`src/rtl/ex_muldiv_unit_if.sv`:
```
// Handshake and HI/LO bus between the EX stage and the multiply/divide unit.
// The pipeline side drives the master modport; the unit itself uses slave.
interface ex_muldiv_unit_if #(parameter int NBits = 32);
    logic             in_Start;
    logic [2:0]       in_Op;
    logic [NBits-1:0] in_A;
    logic [NBits-1:0] in_B;
    logic             in_Flush;
    logic             out_Busy;
    logic             out_Done;
    logic [NBits-1:0] out_HI;
    logic [NBits-1:0] out_LO;

    modport master (
        output in_Start, in_Op, in_A, in_B, in_Flush,
        input  out_Busy, out_Done, out_HI, out_LO
    );

    modport slave (
        input  in_Start, in_Op, in_A, in_B, in_Flush,
        output out_Busy, out_Done, out_HI, out_LO
    );
endinterface

```
`src/rtl/ex_muldiv_unit.sv`:
```
// Iterative multiply/divide unit owning HI/LO: 32-step shift-add multiply and
// restoring divide on sign magnitudes, with sign fix-up in a final step.
module ex_muldiv_unit #(
    parameter int NBits = 32
) (
    input logic            clk,
    input logic            reset,
    ex_muldiv_unit_if.slave bus
);
    localparam logic [2:0] IDLE = 3'd0, MUL = 3'd1, DIV = 3'd2, FIX = 3'd3, DONE = 3'd4;
    localparam logic [2:0] OP_MULT = 3'b000, OP_MULTU = 3'b001, OP_DIV = 3'b010,
                           OP_DIVU = 3'b011, OP_MTHI = 3'b100, OP_MTLO = 3'b101;

    logic [2:0]         state;
    logic [5:0]         count;
    logic [2*NBits-1:0] acc;      // MUL: {partial product, multiplier}; DIV: low half is dividend/quotient
    logic [NBits-1:0]   rem;
    logic [NBits-1:0]   regB;
    logic [NBits-1:0]   hi, lo;
    logic               signA, signB, isSigned, isDiv, divZero;

    logic               signedOp;
    logic [NBits-1:0]   magA, magB;
    logic [NBits:0]     mulSum;
    logic [NBits:0]     partRem, partDiff;
    logic [2*NBits-1:0] prod;
    logic [NBits-1:0]   fixHi, fixLo;

    always_comb begin
        signedOp = (bus.in_Op == OP_MULT) || (bus.in_Op == OP_DIV);
        magA     = (signedOp && bus.in_A[NBits-1]) ? -bus.in_A : bus.in_A;
        magB     = (signedOp && bus.in_B[NBits-1]) ? -bus.in_B : bus.in_B;
        mulSum   = {1'b0, acc[2*NBits-1:NBits]} + (acc[0] ? {1'b0, regB} : {(NBits+1){1'b0}});
        partRem  = {rem, acc[NBits-1]};
        partDiff = partRem - {1'b0, regB};
        prod     = (isSigned && (signA ^ signB)) ? -acc : acc;
        fixHi    = prod[2*NBits-1:NBits];
        fixLo    = prod[NBits-1:0];
        if (isDiv) begin
            if (divZero) begin
                // Dividend magnitude is still parked in acc; rebuild the raw operand.
                fixLo = {NBits{1'b1}};
                fixHi = (isSigned && signA) ? -acc[NBits-1:0] : acc[NBits-1:0];
            end else begin
                fixLo = (isSigned && (signA ^ signB)) ? -acc[NBits-1:0] : acc[NBits-1:0];
                fixHi = (isSigned && signA) ? -rem : rem;
            end
        end
    end

    always_ff @(negedge clk or negedge reset) begin
        if (!reset) begin
            state    <= IDLE;
            count    <= '0;
            acc      <= '0;
            rem      <= '0;
            regB     <= '0;
            hi       <= '0;
            lo       <= '0;
            signA    <= 1'b0;
            signB    <= 1'b0;
            isSigned <= 1'b0;
            isDiv    <= 1'b0;
            divZero  <= 1'b0;
        end else if (bus.in_Flush) begin
            state <= IDLE;
            count <= '0;
        end else begin
            case (state)
                IDLE: if (bus.in_Start) begin
                    case (bus.in_Op)
                        OP_MULT, OP_MULTU, OP_DIV, OP_DIVU: begin
                            acc      <= {{NBits{1'b0}}, magA};
                            regB     <= magB;
                            rem      <= '0;
                            count    <= '0;
                            signA    <= signedOp & bus.in_A[NBits-1];
                            signB    <= signedOp & bus.in_B[NBits-1];
                            isSigned <= signedOp;
                            isDiv    <= bus.in_Op[1];
                            divZero  <= bus.in_Op[1] && (bus.in_B == '0);
                            if (!bus.in_Op[1])         state <= MUL;
                            else if (bus.in_B == '0)   state <= FIX;
                            else                       state <= DIV;
                        end
                        OP_MTHI: hi <= bus.in_A;
                        OP_MTLO: lo <= bus.in_A;
                        default: ;
                    endcase
                end
                MUL: begin
                    acc   <= {mulSum, acc[NBits-1:1]};
                    count <= count + 6'd1;
                    if (count == 6'(NBits-1)) state <= FIX;
                end
                DIV: begin
                    // Negative trial difference means restore: keep the shifted remainder.
                    rem            <= partDiff[NBits] ? partRem[NBits-1:0] : partDiff[NBits-1:0];
                    acc[NBits-1:0] <= {acc[NBits-2:0], ~partDiff[NBits]};
                    count          <= count + 6'd1;
                    if (count == 6'(NBits-1)) state <= FIX;
                end
                FIX: begin
                    hi    <= fixHi;
                    lo    <= fixLo;
                    count <= '0;
                    state <= DONE;
                end
                DONE:    state <= IDLE;
                default: state <= IDLE;
            endcase
        end
    end

    assign bus.out_Busy = (state == MUL) || (state == DIV) || (state == FIX);
    assign bus.out_Done = (state == DONE);
    assign bus.out_HI   = hi;
    assign bus.out_LO   = lo;
endmodule

```
`src/flat_wrapper.sv`:
```
// flat-port wrapper written by rule: the top's interface ports become plain ports
module ex_muldiv_unit_flat 
#(
    parameter int NBits = 32
)
  (clk, reset, bus_in_Start, bus_in_Op, bus_in_A, bus_in_B, bus_in_Flush, bus_out_Busy, bus_out_Done, bus_out_HI, bus_out_LO);
  ex_muldiv_unit_if #(.NBits(NBits)) bus_i ();
  input logic clk;
  input logic reset;
  input wire logic [$bits(bus_i.in_Start)-1:0] bus_in_Start;
  input wire logic [$bits(bus_i.in_Op)-1:0] bus_in_Op;
  input wire logic [$bits(bus_i.in_A)-1:0] bus_in_A;
  input wire logic [$bits(bus_i.in_B)-1:0] bus_in_B;
  input wire logic [$bits(bus_i.in_Flush)-1:0] bus_in_Flush;
  output wire logic [$bits(bus_i.out_Busy)-1:0] bus_out_Busy;
  output wire logic [$bits(bus_i.out_Done)-1:0] bus_out_Done;
  output wire logic [$bits(bus_i.out_HI)-1:0] bus_out_HI;
  output wire logic [$bits(bus_i.out_LO)-1:0] bus_out_LO;
  assign bus_i.in_Start = bus_in_Start;
  assign bus_i.in_Op = bus_in_Op;
  assign bus_i.in_A = bus_in_A;
  assign bus_i.in_B = bus_in_B;
  assign bus_i.in_Flush = bus_in_Flush;
  assign bus_out_Busy = bus_i.out_Busy;
  assign bus_out_Done = bus_i.out_Done;
  assign bus_out_HI = bus_i.out_HI;
  assign bus_out_LO = bus_i.out_LO;
  ex_muldiv_unit #(.NBits(NBits)) u_core (.clk(clk), .reset(reset), .bus(bus_i));
endmodule
```
`config.mk`:
```
export PLATFORM = sky130hd
export DESIGN_NAME = ex_muldiv_unit_flat
export DESIGN_NICKNAME = d
export VERILOG_FILES = /design/src/rtl/ex_muldiv_unit_if.sv /design/src/rtl/ex_muldiv_unit.sv /design/src/flat_wrapper.sv
export SDC_FILE = /design/constraint.sdc
export NUM_CORES = 1
export LEC_CHECK = 0
export ABC_CLOCK_PERIOD_IN_PS = 5700
export CAP_MARGIN = 20
export CORE_UTILIZATION = 55
export CTS_CLUSTER_DIAMETER = 30
export CTS_CLUSTER_SIZE = 24
export DETAILED_ROUTE_END_ITERATION = 7
export PLACE_DENSITY = 0.8
export SYNTH_ARGS = -nofsm -noshare
export SYNTH_HDL_FRONTEND = slang
export SYNTH_SLANG_ARGS = --single-unit
```
`constraint.sdc`:
```
create_clock -name clk -period 5.7 [get_ports clk]
set_input_delay 1.14 -clock clk [delete_from_list [all_inputs] [get_ports clk]]
set_output_delay 1.14 -clock clk [all_outputs]
set_load 0.01 [all_outputs]
```
==> impl_metrics.tcl <==
set metrics [dict create \
    status "finished, violations left" \
    failed_checks "setup timing" \
    die-area_um2 31300 \
    dp_hpwl_um 44700 \
    gp_congestion 0.977 \
    total_leakage_power_nw 9.76 \
    gr-usage-all-layers_pct 39.9 \
    crit_top_cell "sky130_fd_sc_hd__buf_6" \
    start_kind "input port" \
    slowest_delay_ns 0.54 \
    cts.clk_slew.worst_paths_ns 0.03 \
    vias_in_the_first_global_route 17600 \
    finalSetupViolCount 3 \
    totalNegativeSetupSlack_ns -0.0913 \
    critical-path-top-delay-family "simple AND/OR/NAND/NOR gates" \
    drv_slew 0 \
    critPathRequiredTime_ns 3.27 \
    max-clock-path-buffers 3 \
    die_x_um 177 \
    ys_seq_area_share_pct 30.7 \
    global_route.peak_usage_layer "met2" \
    pin_count_of_the_biggest_net_entering_global_routing 67 \
    avgViaCountPerCell 6.40 \
    stdcell_count 2822 \
    place.port_buffers 136 \
    clkSinkCount 206 \
    h-tree-depth 2 \
    yosysTopAreaCell "sky130_fd_sc_hd__dfrtn_1" \
    yosysWarningCount 0 \
    groute.layer.met1.usage_pct 49.4 \
    postSynthRegisterBits 206 \
    hold_violations 0 \
    design.core.area_um2 29900 \
    seqCellArea_um2 5150 \
    cts_tree "built" \
    grt_use_met3_pct 8.91 \
    irDropWorstVdd_v 0.000338 \
    critPathCaptureType "flop" \
    placementRows 63 \
    die_h_um 177 \
    cts_hold_buf 0 \
    layout.nets 2529 \
    drt-wirelength-per-cell_um 21.8 \
    final_antenna_net_count 0 \
    numCtsBuffers 57 \
    detail_route.iter0.violations 1945 \
    slew_headroom_pct 49.3 \
    number_of_maximum_capacitance_violations 0 \
    via_count 18100 \
    asyncSetResetFlopFracSynth_pct 100 \
    antenna_found_initial 1 \
    clk_root_buffer_cell "sky130_fd_sc_hd__clkbuf_16" \
    synth.top_cell.area_share_pct 30.7 \
    crit_chain "buf_6 -> or4_4 -> or3_4 -> buf_6 -> nor3_4 -> a21oi_4 -> a21oi_2 -> xor2_1 -> nor2_1 -> a221oi_2 -> o21ai_1" \
    final_common_cell "sky130_fd_sc_hd__nand2_1" \
    detailedRoute.firstPassIterationCount 6 \
    route.final.wire_length_um 61500 \
    p_per_area_nw_per_um2 609 \
    multi_input_comb_area_um2 11100 \
    synth_top_flop_cell "sky130_fd_sc_hd__dfrtn_1" \
    syn_nets 2320 \
    slowest_stage "sky130_fd_sc_hd__or4_4" \
    worstMarginPinSlew_ns 0.750 \
    nFillCells 2229 \
    initial_utilization_pct 56.2 \
    gr-usage-met2_pct 62.7 \
    syn_to_final_growth_pct 31.2 \
    final.setup_skew_ns 0.0184 \
    rsz_0062_raised_after_global_routing "true" \
    hold_path_class "flop to flop" \
    clock_latency_ns 0.58 \
    timing.critical_path.arrival_ns 3.32 \
    number_of_enable_type_register_cells_in_the_synthesized_netlist 0 \
    post_synth_inst_count 2178 \
    count_of_distinct_cell_types_in_the_synthesized_netlist 74 \
    drive_above_1_share_pct 14.9 \
    post-route-util_pct 73.8 \
    post_synth_main_area_contributors "sky130_fd_sc_hd__dfrtn_1 31%, sky130_fd_sc_hd__o21ai_0 6.9%, sky130_fd_sc_hd__xor2_1 6.3%" \
    overflow 0 \
    critical_path.max_fanout 3 \
    path_buf_inv 2 \
    criticalPathCategory "input port to flop" \
    placed_cells_incl_taps 2703 \
    final.setup.worst_slack_ns -0.0529 \
    boundaryPins 137 \
    synth.avg_cell_area_um2 7.71 \
    grt_pass1_wl_um 96900 \
    syn-cell-area_um2 16800 \
    detail_route.drc_violations 0 \
    commonest_cells_after_routing_fill_and_taps_aside "253 x sky130_fd_sc_hd__nand2_1, 212 x sky130_fd_sc_hd__o21ai_0, 206 x sky130_fd_sc_hd__dfrtn_1, 196 x sky130_fd_sc_hd__nor2_1, 155 x sky130_fd_sc_hd__a21oi_1" \
]
layout make-up:
cell class,count,share of cell area (%)
clock inverter,34,2.46
inverter,71,1.21
clock buffer,69,7.14
antenna,1,0.0114
timing repair buffer,309,13.3
multi-input combinational,1742,50.3
sequential,206,23.4
tap,390,2.21
worst register-to-register path, stage by stage, from the launching register on:
cell	delay, ns
sky130_fd_sc_hd__dfrtn_1	0.55
sky130_fd_sc_hd__inv_1	0.15
sky130_fd_sc_hd__ha_1	0.25
sky130_fd_sc_hd__fa_1	0.42
sky130_fd_sc_hd__nor2b_1	0.19
sky130_fd_sc_hd__o31ai_1	0.16
sky130_fd_sc_hd__a211oi_1	0.35
sky130_fd_sc_hd__o21ai_0	0.25
sky130_fd_sc_hd__a41o_1	0.29
sky130_fd_sc_hd__o41ai_1	0.72
sky130_fd_sc_hd__xnor2_2	0.29
sky130_fd_sc_hd__buf_8	0.24
sky130_fd_sc_hd__buf_4	0.25
sky130_fd_sc_hd__mux2i_1	0.20
sky130_fd_sc_hd__o21ai_0	0.09
where the power goes:
part           internal [mW]  switching (mW)
sequential              2.14           0.906
clock                   2.52            1.01
combinational           2.75            4.09
total                   7.42            6.00
layer usage:
layer	share of wire, %	vias to the layer above
li1	-	8280
met1	39	8568
met2	46	986
met3	9.1	233
met4	6.7	0
met5	0	-
stage by stage:
step / power, mW / area (µm²) / worst slack [ns] / hold slack (ns)
2_1_floorplan: 7.32 / 16900 / -0.386 / 0.410
3_3_place_gp: 9.39 / 19600 / -0.872 / 0.420
3_5_place_dp: 9.60 / 19600 / -0.955 / 0.429
4_1_cts: 13.2 / 21900 / -0.122 / 0.429
5_1_grt: 14.2 / 22000 / -0.150 / 0.435
6_report: 13.4 / 22000 / -0.0529 / 0.424
cells in the mapped netlist (all sizes together), types with 8 or more instances:
cell / n
nand2: 257
o21ai: 237
dfrtn: 206
nor2: 201
a21oi: 160
clkbuf: 140
xor2: 121
xnor2: 99
inv: 70
ha: 69
nand3: 67
nor3: 61
o22ai: 38
a221oi: 30
nand2b: 26
or4: 24
a21o: 22
o311ai: 22
nor4: 21
o31ai: 21
or3: 20
buf: 19
nand4: 17
a31oi: 16
and2: 15
o41ai: 15
and3: 14
o211ai: 14
nor2b: 11
o21a: 11
a211oi: 10
nor3b: 10
a22oi: 9
mux2i: 9
or2: 9
a22o: 8
o21bai: 8
cells by family (layout without fill, tap and decap cells):
kind of cell | after synthesis | in the layout | share of synthesized area, %
simple gates | 771 | 771 | 21.6
compound gates | 670 | 670 | 24.9
buf+inv | 230 | 483 | 5.31
xor+xnor | 220 | 220 | 11.5
flops | 206 | 206 | 30.7
fa+ha+maj | 71 | 71 | 5.38
mux | 10 | 10 | 0.670
other cells | 0 | 1 | 0
repair_timing:
item / 4_1_cts / 5_1_grt
pin swaps: 27 / 33
gates resized for setup: 72 / 43
setup endpoints to repair: 33 / 31
buffers inserted: 10 / 5
registers in the layout, indices dropped and copies added (netlist names):
register and count:
u_core.signB 1, u_core.bus.out_LO 32, u_core.rem 32, u_core.acc 64, u_core.state 3, u_core.regB 32, u_core.divZero 1, u_core.isSigned 1
u_core.count 6, u_core.signA 1, u_core.isDiv 1, u_core.bus.out_HI 32
worst paths after layout:
path / from / end / slack, ns / cells after the start
max: bus_in_A[10] / u_core.acc[24] / -0.05 / 11
min: u_core.bus.out_LO[26] / u_core.bus.out_LO[26] / 0.42 / 2
max reg2reg: u_core.acc[31] / u_core.rem[8] / 1.12 / 14
min reg2reg: u_core.bus.out_LO[26] / u_core.bus.out_LO[26] / 0.42 / 2
max in group asynchronous: reset / u_core.regB[30] / 1.73 / 2
min in group asynchronous: reset / u_core.acc[16] / 3.24 / 1
Note: power is estimated with default switching activity, not from simulation.
